$ cat config.mk
export PLATFORM = sky130hd
export DESIGN_NAME = pc_gen
export DESIGN_NICKNAME = d
export VERILOG_FILES = /design/src/rtl/pc_gen.sv
export SDC_FILE = /design/constraint.sdc
export NUM_CORES = 1
export LEC_CHECK = 0
export BUFFER_PORTS_ARGS = -buffer_cell sky130_fd_sc_hd__buf_2
export CAP_MARGIN = 20
export CORE_UTILIZATION = 25
export CTS_BUF_LIST = sky130_fd_sc_hd__clkbuf_4
export DETAILED_ROUTE_END_ITERATION = 8
export RECOVER_POWER = 50
export REMOVE_ABC_BUFFERS = 1
export SLEW_MARGIN = 20
export SYNTH_ARGS = -nofsm -noshare
export SYNTH_HDL_FRONTEND = slang
export SYNTH_SLANG_ARGS = --single-unit
$ cat constraint.sdc
create_clock -name clk -period 2.5 [get_ports clk]
set_input_delay 0.125 -clock clk [delete_from_list [all_inputs] [get_ports clk]]
set_output_delay 0.125 -clock clk [all_outputs]
set_load 0.05 [all_outputs]
$ cat src/rtl/pc_gen.sv
// pc_gen: fetch program counter with redirect/trap steering, stall-time pending buffer and halt.
module pc_gen #(
  parameter int                ADDR_W     = 32,
  parameter logic [ADDR_W-1:0] RESET_PC   = '0,
  parameter int                STEP       = 4,
  parameter int                ALIGN_BITS = 2
) (
  input  logic              clk,
  input  logic              rst_n,
  input  logic              stall,
  input  logic              halt_req,
  input  logic              redirect_valid,
  input  logic [ADDR_W-1:0] redirect_pc,
  input  logic              trap_valid,
  input  logic [ADDR_W-1:0] trap_pc,
  input  logic              fetch_ready,
  output logic              fetch_valid,
  output logic [ADDR_W-1:0] fetch_pc,
  output logic [ADDR_W-1:0] npc,
  output logic              flush,
  output logic              misalign
);
  typedef enum logic [1:0] {BOOT, RUN, HALT} state_t;
  localparam logic [ADDR_W-1:0] LOW_MASK = ADDR_W'((64'd1 << ALIGN_BITS) - 64'd1);
  state_t            state_q, state_d;
  logic [ADDR_W-1:0] pc_q, pc_d, pend_pc_q, pend_pc_d, tgt, load_pc;
  logic              pend_valid_q, pend_valid_d, pend_trap_q, pend_trap_d;
  logic              flush_q, flush_d, misalign_q, misalign_d, tgt_any, load;
  assign tgt_any     = trap_valid | redirect_valid;
  assign tgt         = trap_valid ? trap_pc : redirect_pc;
  assign fetch_valid = (state_q == RUN) && !stall && !pend_valid_q;
  assign fetch_pc    = pc_q;
  assign npc         = pc_q + ADDR_W'(STEP);
  assign flush       = flush_q;
  assign misalign    = misalign_q;
  always_comb begin
    state_d      = state_q;
    pc_d         = pc_q;
    pend_valid_d = pend_valid_q;
    pend_pc_d    = pend_pc_q;
    pend_trap_d  = pend_trap_q;
    load         = 1'b0;
    load_pc      = tgt;
    case (state_q)
      BOOT: state_d = RUN;
      RUN: begin
        if (!stall) begin
          if (tgt_any || pend_valid_q) begin
            load         = 1'b1;
            load_pc      = tgt_any ? tgt : pend_pc_q;
            pend_valid_d = 1'b0;
            pend_trap_d  = 1'b0;
          end else if (halt_req) begin
            state_d = HALT;
          end else if (fetch_valid && fetch_ready) begin
            pc_d = npc;
          end
        end else if (tgt_any && (trap_valid || !pend_trap_q)) begin
          // a buffered trap is never displaced by a later branch
          pend_valid_d = 1'b1;
          pend_pc_d    = tgt;
          pend_trap_d  = trap_valid;
        end
      end
      HALT: begin
        load    = trap_valid;
        load_pc = trap_pc;
        state_d = trap_valid ? RUN : HALT;
      end
      default: state_d = BOOT;
    endcase
    pc_d       = load ? (load_pc & ~LOW_MASK) : pc_d;
    flush_d    = load;
    misalign_d = load && |(load_pc & LOW_MASK);
  end
  always_ff @(posedge clk or negedge rst_n) begin
    if (!rst_n) begin
      state_q      <= BOOT;
      pc_q         <= RESET_PC;
      pend_valid_q <= 1'b0;
      pend_pc_q    <= '0;
      pend_trap_q  <= 1'b0;
      flush_q      <= 1'b0;
      misalign_q   <= 1'b0;
    end else begin
      state_q      <= state_d;
      pc_q         <= pc_d;
      pend_valid_q <= pend_valid_d;
      pend_pc_q    <= pend_pc_d;
      pend_trap_q  <= pend_trap_d;
      flush_q      <= flush_d;
      misalign_q   <= misalign_d;
    end
  end
endmodule
# Yosys cells after proc, flatten, opt, wreduce, memory -nomap -nowiden
# Cells that the tools add are included.
classes:
  n_reduce_logical: 19
  muxes: 24
  n_bitwise: 1
  n_addsub: 1
  n_eq_ne: 9
ops:
  columns: ["operator", "count"]
  rows:
  - ["$mux W32", 10]
  - ["$pmux W32 S2", 1]
  - ["$add A32 B3 Y32 const B", 1]
  - ["$reduce_and A3 Y1", 3]
  - ["$mux W2", 4]
  - ["$ne A2 B2 Y1 const B", 4]
  - ["$mux W1", 7]
  - ["$ne A2 B1 Y1 const B", 3]
  - ["$pmux W2 S3", 1]
  - ["$reduce_bool A2 Y1", 3]
  - ["$logic_and A1 B1 Y1", 5]
  - ["$reduce_and A5 Y1", 1]
  - ["$logic_not A1 Y1", 3]
  - ["$eq A2 B1 Y1 const B", 1]
  - ["$eq A2 B2 Y1 const B", 1]
  - ["$logic_not A2 Y1", 1]
  - ["$logic_or A1 B1 Y1", 2]
  - ["$pmux W1 S2", 1]
  - ["$reduce_or A2 Y1", 1]
  - ["$or A1 B1 Y1", 1]
totals:
  out_inout_bits: 67
  reg_bits: 70
  inputBits: 71
  word_cells: 61

# Logic depth before layout (Yosys ltp)
# Gate-level depths: netlist (run 1).
logic_depth:
  ltp_word: 10
  ltp_mapped: 11
  ltp_nobuf: 8

# Worst setup path after synthesis (run 1)
# Ideal clock, no wire load.
synth_timing:
  path_kind: "register -> output"
  startpoint: "register pc_q[2] (netlist: fetch_pc[2])"
  endpoint: "output port npc[14]"
  n_path_buf: 0
  arrival_ns: 2.752
  stages_incl_launch_ff: 6
  required_ns: 2.375
  path_slack_ns: -0.377
  cell_sequence: "dfrtp_1 -> ha_1 -> nand4_1 -> nor3_1 -> and3_1 -> xor2_1"
synth_via:
  elab_chain_cells: 1
synth_rtl:
  columns: ["item", "line_no", "text"]
  rows:
  - ["start: declaration", "26", "logic [ADDR_W-1:0] pc_q, pc_d, pend_pc_q, pend_pc_d, tgt, load_pc;"]
  - ["start signal: assignment", "87", "pc_q <= pc_d;"]
  - ["$add A32 B3 Y32", "33", "assign npc = pc_q + ADDR_W'(STEP);"]
  - ["end: declaration", "19", "output logic [ADDR_W-1:0] npc,"]
# No other way between the ends.

# Worst setup path in the final report (run 1)
layout_timing:
  startpoint: "register pc_q[2] (netlist: fetch_pc[2])"
  endpoint: "output port npc[24]"
# Same word-level chain as after synthesis.

==> results of run 1 <==
logic make-up after synthesis:
kind of cell             synth area share, %
other                                 0.0821
multiplexers                            7.02
buffers and inverters                   5.45
AND/OR/NAND/NOR                         19.2
flip-flops                              37.3
XOR/XNOR                                6.71
AO/OA/AOI/OAI                           22.9
adder cells (fa/ha/maj)                 1.37
tightest hold or removal path: stages:
cell and delay, ps:
buf_2 90, mux2i_1 70, o21ai_0 160
cell type report:
class,count,share of cell area (%)
timing repair buffer,218,23.2
clock buffer,12,1.42
sequential,68,27.0
antenna,1,0.0394
tap,229,4.51
multi-input combinational,426,43.2
clock inverter,4,0.256
inverter,6,0.355
power groups by stage:
| stage | Sequential [mW] | Clock (mW) | Combinational, mW |
|---|---|---|---|
| finish | 2.18 | 0.636 | 4.54 |
| global placement | 2.15 | 0 | 4.31 |
| floorplan | 2.92 | 0 | 2.28 |
| detailed placement | 2.17 | 0 | 4.35 |
| CTS | 2.15 | 0.681 | 4.48 |
| global route | 2.25 | 0.720 | 4.90 |
flip-flops by register name, indices dropped and copies added, names as in the netlist:
| register | count |
|---|---|
| state_q | 2 |
| pend_trap_q | 1 |
| pend_pc_q | 32 |
| misalign | 1 |
| pend_valid_q | 1 |
| fetch_pc | 30 |
| flush | 1 |
through the flow:
stage	TNS, ps	cells	hold slack [ps]	utilization, %	worst slack [ps]
after global placement	0	885	190	30.8	130
final	0	964	49.9	35.5	85.3
after detailed placement	0	885	185	30.8	123
after floorplan	-28090	499	-171	-	-495
after CTS	0	955	1.50	34.8	3.83
after global routing	-160	964	18.6	35.5	-38.1
cells in the final DEF, fill, tap and decap left out, types with 3 or more instances in the layout:
master         count
clkbuf_4          14
nor2_1            31
clkbuf_1          13
xor2_1            18
dlygate4sd3_1     52
and4_1             4
nor3_1             6
nand2b_1           3
nand4_1            5
o21ai_0           51
a21oi_1           39
o211ai_1          21
nand3_1           17
or2_2              4
ha_1               4
inv_1              6
conb_1             4
a221o_1           10
dfrtp_2           10
buf_2            110
xnor2_1           15
a221oi_1           9
a31oi_1            3
clkinv_1           3
nand2_1           87
and2_1             3
buf_4             37
a211o_1            6
nor3_2             3
dfrtp_1           58
a21o_1             6
mux2i_1           32
and3_1             6
o311ai_0           3
worst max-delay path by stage:
| stage | depth (start not counted) | end |
|---|---|---|
| final | 7 | npc[24] |
| after global routing | 7 | npc[24] |
| after CTS | 5 | npc[24] |
| after detailed placement | 7 | fetch_pc[4]$_DFFE_PN0P_ |
| after global placement | 7 | fetch_pc[22]$_DFFE_PN0P_ |
| after floorplan | 5 | pend_pc_q[0]$_DFFE_PN0P_ |
routing by layer:
metal | part of all wire [%] | vias up | global-route usage [%]
li1 | - | 2325 | -
met1 | 44 | 2249 | 22.0
met2 | 50 | 122 | 28.0
met3 | 4.2 | 15 | 2.48
met4 | 1.5 | 0 | 7.02
met5 | 0 | - | 0
what timing repair did:
action,in CTS,in global routing
endpoints found under the setup margin,12,28
hold buffers,52,0
buffers inserted,2,7
gates resized for setup,19,27
endpoints found under the hold margin,61,0
pin swaps,2,3
gates cloned,0,1
==> parameters.txt, run 1 <==
Parameter                              Value

STA
  Maximum clock skew at final layout    16.7 ps
  Period utilisation layout    96.6%
  Slew Limit Fails    25
  Hold Vio Cnt, Final    0
  Post-route minimum period    2410 ps
  Final-report setup violation count    0
  Worst relative slew slack    -3.06%
  Max Clock Freq    414 MHz
  Setup repair after global routing missed its margin    yes
  Transition time at the pin with the least slew margin    1550 ps

Pwr
  Max IR drop VDD    0.569 mV
  Sequential cell fraction of total power    29.6%
  Clock power frac    8.7%
  Net switching fraction of the power    56.6%
  Static Leakage    2.99 nW
  P per Cell Area    1160 mW/mm^2
  Share of total power in combinational logic    61.7%
  Power dissipated by switching net loads    4.16 mW
  Cell-internal power    3.19 mW
  Total power    7.35 mW

Global route
  First-pass GRT wire length    24,000 microns
  Maximum number of pins on one net before global-route repair    40
  Global-route usage over all layers    16.9%
  Antenna violations before repair    1
  Via count of the first global-routing pass    4,393
  Total grt overflow    0

Critical path
  Critical path arrival    2290 ps
  Kind of cell adding the most delay to the critical path    simple AND/OR/NAND/NOR gates
  Endpoint of the most critical register-to-register path    fetch_pc[4]$_DFFE_PN0P_
  Critical path fanouts, max    5
  Cells along the critical path    ha_2 > nand4_1 > buf_6 > or3_4 > nor4_4 > xor2_1 > buf_4
  Crit end category    output pin
  Max incr delay on CP    420 ps
  Worst-case register-to-register setup slack    230 ps
  Cell with the largest stage delay on the worst path    or3_4
  Number of cells on the worst reg-to-reg path    7
  CP bufs+invs    2
  Path type of the worst setup path    register to output pin
  CP Launch Type    register
  Start of the worst register-to-register path    state_q[1]$_DFFE_PN0P_
  Required time at the endpoint of the critical path    2380 ps
  Launch point of the critical path    fetch_pc[2]$_DFFE_PN0P_

Layout
  Fraction of final layout cells with drive strength greater than 1    27.8%
  # nets final    805
  Register area    0.00171 sq mm
  Fill cells    1,924
  Layout overhead on the synthesized area    39.1%
  Multi-input combinational cell area    0.00274 sq mm
  Post-route cell area    0.00635 sq mm

Job
  Max capacitance violation total    1

Die
  Core outline area    0.0179 sq mm
  Num rows    49
  Total Die Area    0.0188 sq mm
  IO Count    138
  Chip Width    137 microns
  Initial Util    25.5%
  Overall die height    137 microns

Logic synthesis
  Warning count from the yosys run    0
  Count of cell types in the netlist    46
  Area share of the largest cell type after synthesis    37.3%
  Proportion of register bits with asynchronous set or reset after synthesis    100%
  Average footprint of a synthesized cell    8.39 sq um
  Post-synthesis instance area    0.00457 sq mm
  Most frequent cells after synthesis    nand2_1 (87), dfrtp_1 (68), o21ai_0 (51)
  Synthesis-stage register bit count    68
  Dominant cell by count in the synthesized netlist    nand2_1
  Fraction of the yosys area taken by sequential cells    37.3%
  Synth Instances    544
  Cell taking the most area after synthesis    dfrtp_1
  Largest cells by area after synthesis    dfrtp_1 (37%), nand2_1 (7.2%), mux2i_1 (7.0%), o21ai_0 (5.6%), a21oi_1 (4.4%)
  Leading register cell type out of synthesis    dfrtp_1
  Number of flops mapped to enable cells by yosys    0

Clocking
  TritonCTS clock tree    built
  CTS HTree Levels    3
  Number of buffers created by CTS    9
  Max clock buf depth    2
  Clk Latency, worst-skew pair    440 ps
  Clock Sinks    68
  Clock slew seen by the registers of the worst setup and hold paths    100 ps
  Clock root buffer    clkbuf_4

Run status
  Violations in the final reports    capacitance limit, slew limit
  Result of the run    finished, violations left

Placement
  Standard cell area after detailed placement    0.00552 sq mm
  Routability-driven placement congestion ratio    0.786
  Final HPWL from detailed placement    10,900 microns
  Port-buffer cells    133

Routing
  Total detailed-routing wirelength    15,500 microns
  Detailed-route vias per instance    4.89
  Length of the first detailed-routing pass in iterations    4
  Detailed router's first-iteration violation count    326
  Post-DRT Antenna Nets    0
  Total vias in the final route    4,711
  Number of remaining DRC errors    0
  Wire per inst    16.1 microns

Min path
  Hold crit path type    input pin to register
  Hold_sp    trap_pc[22]
  End point of the most critical hold path    pend_pc_q[22]$_DFFE_PN0P_
  Cell depth of the worst min-delay path    3
No activity file was read; power rests on OpenSTA's default activity.
==> run 2, diff against run 1 <==
- CORE_MARGIN: default -> 3
==> run 2 against run 1 <==
  * The run still ends with capacitance limit, slew limit left
  * Die area up 5.9%
  * Sequential power is essentially flat
  * Wire length is 0.87% higher
  * Final area about the same
  * Clock skew increased by 3.4 ps
==> parameters.txt, run 2 (synthesis gave the netlist of run 1 again) <==
Parameter                              Value

Routing
  Total vias in the final route    4,619 (-2.0%)
  Length of the first detailed-routing pass in iterations    5 (+1)
  Total detailed-routing wirelength    15,700 microns (+0.87%)
  Wire per inst    16.3 microns (+1.3%)
  Detailed router's first-iteration violation count    266 (-18%)
  Detailed-route vias per instance    4.81 (-1.5%)
  Number of remaining DRC errors    0 (unchanged)
  Post-DRT Antenna Nets    0 (unchanged)

Clocking
  Max clock buf depth    2 (unchanged)
  Clock root buffer    clkbuf_4
  Clock slew seen by the registers of the worst setup and hold paths    120 ps (+20 ps)
  Number of buffers created by CTS    9 (unchanged)
  Clock Sinks    68 (unchanged)
  Clk Latency, worst-skew pair    460 ps (+20 ps)
  TritonCTS clock tree    built
  CTS HTree Levels    3 (unchanged)

Layout
  Flip-flop count of the largest register after layout    32 (unchanged)
  Fraction of the core area covered by cells at the end of the flow    36.1% (+0.64 points)
  Fraction of final layout cells with drive strength greater than 1    27.0% (-0.78 points)
  Most common cell after layout, fill and taps aside    buf_2
  Post-route cell area    0.00636 sq mm (about the same)
  Layout overhead on the synthesized area    39.2% (about the same)
  Register with the most flip-flops    pend_pc_q
  Most frequent cells in the layout    buf_2 (95), nand2_1 (87), dfrtp_1 (57)
  # nets final    806 (+0.12%)
  Fill cells    1,831 (-4.8%)

Critical path
  Required time at the endpoint of the critical path    2380 ps (about the same)
  Critical path fanouts, max    4 (-1)
  CP bufs+invs    2 (unchanged)
  Crit end category    output pin
  Worst-case register-to-register setup slack    270 ps (+40 ps)
  Path type of the worst setup path    register to output pin
  Kind of cell adding the most delay to the critical path    simple AND/OR/NAND/NOR gates
  CP Launch Type    register
  Cell seen most often among critical-path stages    buf_4
  Cells along the critical path    ha_2 > nand4_1 > or3_4 > nor4_4 > buf_4 > xor2_1 > buf_4
  Critical path arrival    2330 ps (+40 ps)
  Cell with the largest stage delay on the worst path    or3_4
  Max incr delay on CP    430 ps (about the same)

STA
  Period utilisation layout    98.3% (+1.8 points)
  Max Clock Freq    407 MHz (-1.8%)
  Slew Limit Fails    69 (+180%)
  Post-route setup slack    41.3 ps (-44.0 ps)
  Worst relative slew slack    -20.1% (-17 points)
  Post-route minimum period    2460 ps (+44.0 ps)
  Hold Vio Cnt, Final    0 (unchanged)
  Transition time at the pin with the least slew margin    1800 ps (+255 ps)
  Maximum clock skew at final layout    20.2 ps (+3.45 ps)
  Setup repair after global routing missed its margin    yes
  Final-report setup violation count    0 (unchanged)

Die
  Initial Util    25.9% (+0.44 points)
  Core outline area    0.0176 sq mm (-1.7%)
  Overall die height    141 microns (+2.9%)
  IO Count    138 (unchanged)
  Chip Width    141 microns (+2.9%)
  Total Die Area    0.0199 sq mm (+5.9%)
  Num rows    48 (-2.0%)

Global route
  Maximum number of pins on one net before global-route repair    69 (+73%)
  Global-route usage over all layers    15.9% (-1.0 points)
  Total grt overflow    0 (unchanged)
  Via count of the first global-routing pass    4,521 (+2.9%)
  First-pass GRT wire length    25,000 microns (+4.2%)
  Antenna violations before repair    2 (+1)

Run status
  Result of the run    finished, violations left
  Violations in the final reports    capacitance limit, slew limit

Pwr
  Max IR drop VDD    0.682 mV (+20%)
  P per Cell Area    1150 mW/mm^2 (-0.17%)
  Static Leakage    2.96 nW (-0.72%)
  Total power    7.34 mW (about the same)

Min path
  Hold crit path type    input pin to register

Placement
  Worst setup slack after placement    131 ps (+7.54 ps)
  Final HPWL from detailed placement    10,900 microns (-0.75%)
  Routability-driven placement congestion ratio    0.774 (-1.6%)
  Standard cell area after detailed placement    0.00547 sq mm (-0.77%)
  Port-buffer cells    133 (unchanged)

Job
  Max capacitance violation total    1 (unchanged)
run 2: layer usage:
layer  routed length [microns]  GRT usage, %
met5                         0             0
met3                       824          3.70
met2                      7430          25.1
met4                       156          3.88
met1                      7270          22.1
run 2: layout make-up:
class / count / area (sq um) / share of cell area, %
repair buffers: 220 / 1460 / 23.0
clock inverters: 4 / 18.8 / 0.295
multi-input cells: 425 / 2780 / 43.7
flip-flops and latches: 68 / 1720 / 27.0
inverters: 6 / 22.5 / 0.354
well taps: 225 / 282 / 4.43
clock buffers: 10 / 75.1 / 1.18
diodes: 2 / 5.00 / 0.0787
run 2: timing repair:
| item | 4_1_cts | 5_1_grt |
|---|---|---|
| hold buffers | 52 | 0 |
| hold endpoints to repair | 106 | 0 |
| buffers inserted | 5 | 8 |
| gates resized for setup | 20 | 41 |
| pin swaps | 5 | 7 |
| setup endpoints to repair | 15 | 25 |
run 2: through the flow:
stage / hold WS (ps) / TNS (ps) / instances
2_1_floorplan: -171 / -28090 / 499
3_3_place_gp: 341 / 0 / 879
3_5_place_dp: 331 / 0 / 879
4_1_cts: 0.274 / -93.7 / 950
5_1_grt: 25.4 / -314 / 960
6_report: 29.2 / 0 / 960
run 2: worst paths after layout:
check	from	to	depth (start not counted)
max reg2reg	state_q[1]$_DFFE_PN0P_	fetch_pc[13]$_DFFE_PN0P_	8
min	trap_pc[0]	pend_pc_q[0]$_DFFE_PN0P_	3
max	fetch_pc[3]$_DFFE_PN0P_	npc[24]	7
min in group asynchronous	rst_n	pend_pc_q[2]$_DFFE_PN0P_	2
max in group asynchronous	rst_n	fetch_pc[18]$_DFFE_PN0P_	2
min reg2reg	pend_pc_q[6]$_DFFE_PN0P_	pend_pc_q[6]$_DFFE_PN0P_	2
run 2: worst register-to-register path, delay by kind of cell, from the launching register on:
kind,cells,cell delay (ps)
AO/OA/AOI/OAI,3,550
adder cells (fa/ha/maj),1,200
buffers and inverters,2,320
flip-flops,1,440
AND/OR/NAND/NOR,2,590
run 2: power breakdown:
group          total, mW  switching, mW  leakage, nW  internal [mW]
Combinational       4.56           3.24         2.06           1.31
Sequential          2.17          0.541        0.843           1.63
Clock              0.615          0.418       0.0593          0.197
Total               7.34           4.20         2.96           3.14
==> run 3, diff against run 2 <==
- CORE_MARGIN: 3 -> default
- REMOVE_ABC_BUFFERS: 1 -> default
==> run 3 against run 2 <==
  * The flow still finishes with violations (capacitance limit, slew limit)
  * Setup slack gained 68 ps
  * Largest cell class unchanged
  * Clock-buffer cell count grew 2
  * Global-route usage grew 1.4 points
  * Critical endpoint is now npc[30]
  * Combinational power is essentially flat
  * First-iteration DRC count shrank 9.8%
==> parameters.txt, run 3 (synthesis gave the netlist of run 1 again) <==
Parameter                              Value

Run status
  Result of the run    finished, violations left
  Violations in the final reports    capacitance limit, slew limit

Die
  Initial Util    25.5% (-0.44 points)
  IO Count    138 (unchanged)
  Num rows    49 (+2.1%)
  Total Die Area    0.0188 sq mm (-5.6%)
  Overall die height    137 microns (-2.8%)
  Core outline area    0.0179 sq mm (+1.7%)
  Chip Width    137 microns (-2.8%)

STA
  Max Clock Freq    418 MHz (+2.9%)
  Maximum clock skew at final layout    20.3 ps (+0.136 ps)
  Period utilisation layout    95.6% (-2.7 points)
  Slew Limit Fails    25 (-64%)
  Hold Vio Cnt, Final    0 (unchanged)
  Worst relative slew slack    -1.08% (+19 points)
  Setup repair after global routing missed its margin    yes
  Accumulated negative setup slack    0 ps (unchanged)
  Final hold slack    24.6 ps (-4.65 ps)
  Post-route minimum period    2390 ps (-68.2 ps)
  Final-report setup violation count    0 (unchanged)
  Transition time at the pin with the least slew margin    1520 ps (-285 ps)

Clocking
  Clock slew seen by the registers of the worst setup and hold paths    120 ps (about the same)
  Number of buffers created by CTS    9 (unchanged)
  Max clock buf depth    2 (unchanged)
  TritonCTS clock tree    built
  Clock root buffer    clkbuf_4
  Clock Sinks    68 (unchanged)
  Clk Latency, worst-skew pair    460 ps (about the same)
  CTS HTree Levels    3 (unchanged)

Routing
  Detailed-route vias per instance    4.93 (+2.4%)
  Length of the first detailed-routing pass in iterations    4 (-1)
  Wire per inst    16.6 microns (+1.7%)
  Number of remaining DRC errors    0 (unchanged)
  Total detailed-routing wirelength    15,700 microns (+0.15%)
  Total vias in the final route    4,656 (+0.80%)
  Detailed router's first-iteration violation count    240 (-9.8%)
  Post-DRT Antenna Nets    0 (unchanged)

Critical path
  Critical path fanouts, max    5 (+1)
  Path type of the worst setup path    register to output pin
  Critical path arrival    2270 ps (-60 ps)
  Required time at the endpoint of the critical path    2380 ps (about the same)
  Endpoint of the most critical register-to-register path    fetch_pc[4]$_DFFE_PN0P_
  Crit end category    output pin
  CP Launch Type    register
  Worst-case register-to-register setup slack    200 ps (-70 ps)
  Start of the worst register-to-register path    state_q[1]$_DFFE_PN0P_
  Number of cells on the worst reg-to-reg path    8 (unchanged)

Layout
  Layout overhead on the synthesized area    38.1%
  Most frequent cells in the layout    buf_2 (114), nand2_1 (87), o21ai_0 (51), dfrtp_1 (51), a21oi_1 (40)
  Post-route cell area    0.00631 sq mm (-0.77%)
  Most common cell after layout, fill and taps aside    buf_2
  Diode insertion count for antenna repair    0 (-2)
  Non-filler instance count after layout    945 (-1.6%)
  Register with the most flip-flops    pend_pc_q
  # nets final    787 (-2.4%)
  Fill cells    1,883 (+2.8%)
  Flip-flop count of the largest register after layout    32 (unchanged)
  Fraction of final layout cells with drive strength greater than 1    32.8% (+5.8 points)

Job
  Max capacitance violation total    1 (unchanged)

Global route
  Via count of the first global-routing pass    4,442 (-1.7%)
  Total grt overflow    0 (unchanged)
  Maximum number of pins on one net before global-route repair    46 (-33%)
  Global-route usage over all layers    17.4% (+1.4 points)
  Antenna violations before repair    0 (-2)
  First-pass GRT wire length    24,500 microns (-2.1%)

Pwr
  Share of total power in combinational logic    60.6% (-1.5 points)
  Clock power frac    10.1% (+1.7 points)
  Cell-internal power    3.36 mW (+7.2%)
  Sequential cell fraction of total power    29.3% (-0.2 points)
  Net switching fraction of the power    55.5% (-1.8 points)
  Max IR drop VDD    0.733 mV (+7.4%)
  P per Cell Area    1200 mW/mm^2 (+3.7%)
  Total power    7.55 mW (+2.9%)
  Static Leakage    2.98 nW (+0.43%)
  Power dissipated by switching net loads    4.19 mW (-0.37%)

Placement
  Final HPWL from detailed placement    11,500 microns (+5.5%)
  Port-buffer cells    133 (unchanged)
  Number of placed cells counting well taps    885 (+0.68%)
  Standard cell area after detailed placement    0.00564 sq mm (+3.0%)
  Routability-driven placement congestion ratio    0.843 (+8.9%)

Min path
  Cell depth of the worst min-delay path    3 (unchanged)
  Hold_sp    redirect_pc[21]
  Hold crit path type    input pin to register
  End point of the most critical hold path    pend_pc_q[21]$_DFFE_PN0P_
==> run 3: per-stage QoR <==
| step | util [%] | setup WS (ps) |
|---|---|---|
| after global routing | 35.2 | -41.6 |
| after global placement | 31.5 | 167 |
| final | 35.2 | 110 |
| after floorplan | - | 3.00 |
| after CTS | 34.7 | 3.41 |
| after detailed placement | 31.5 | 110 |
==> run 3: area by class of cell <==
type / count / area [sq um] / share of cell area (%)
Clock inverter: 4 / 42.5 / 0.674
Timing Repair Buffer: 201 / 1320 / 20.9
Multi-Input combinational cell: 425 / 2820 / 44.8
Clock buffer: 12 / 90.1 / 1.43
Tap cell: 229 / 287 / 4.54
Inverter: 6 / 22.5 / 0.357
Sequential cell: 68 / 1720 / 27.3
==> run 3: power groups by stage <==
| stage | Clock [mW] | Sequential (mW) | Combinational [mW] |
|---|---|---|---|
| 2_1_floorplan | 0 | 2.89 | 2.51 |
| 3_3_place_gp | 0 | 2.21 | 4.33 |
| 3_5_place_dp | 0 | 2.22 | 4.36 |
| 4_1_cts | 0.784 | 2.20 | 4.49 |
| 5_1_grt | 0.823 | 2.30 | 4.93 |
| 6_report | 0.761 | 2.21 | 4.58 |
==> run 3: worst max-delay path by stage <==
stage	end	cells after the start	slack (ps)	from
2_1_floorplan	npc[12]	4	3	fetch_pc[4]$_DFFE_PN0P_
3_3_place_gp	fetch_pc[24]$_DFFE_PN0P_	6	170	fetch_pc[2]$_DFFE_PN0P_
3_5_place_dp	fetch_pc[24]$_DFFE_PN0P_	6	110	fetch_pc[2]$_DFFE_PN0P_
4_1_cts	npc[31]	6	3	fetch_pc[8]$_DFFE_PN0P_
5_1_grt	npc[30]	7	-40	fetch_pc[3]$_DFFE_PN0P_
6_report	npc[30]	7	110	fetch_pc[3]$_DFFE_PN0P_
==> run 3: worst max-delay path, cell delays in order, from the launching register on <==
cell	delay (ps)
dfrtp_2	420
ha_4	170
nand4_1	90
buf_6	150
nor3_2	280
and4_2	330
xor2_2	140
clkbuf_4	240
==> run 3: metal layers <==
layer	vias up	share of wire [%]	track usage [%]
li1	2273	-	-
met1	2212	50	25.3
met2	154	43	25.3
met3	17	5.8	3.52
met4	0	1.5	5.56
met5	-	0	0
==> run 3: timing repair <==
action,4_1_cts,5_1_grt
hold endpoints to repair,50,0
pin swaps,6,3
buffers inserted,4,7
resized for setup,24,27
gates cloned,0,0
hold buffers,33,0
endpoints found under the setup margin,15,25
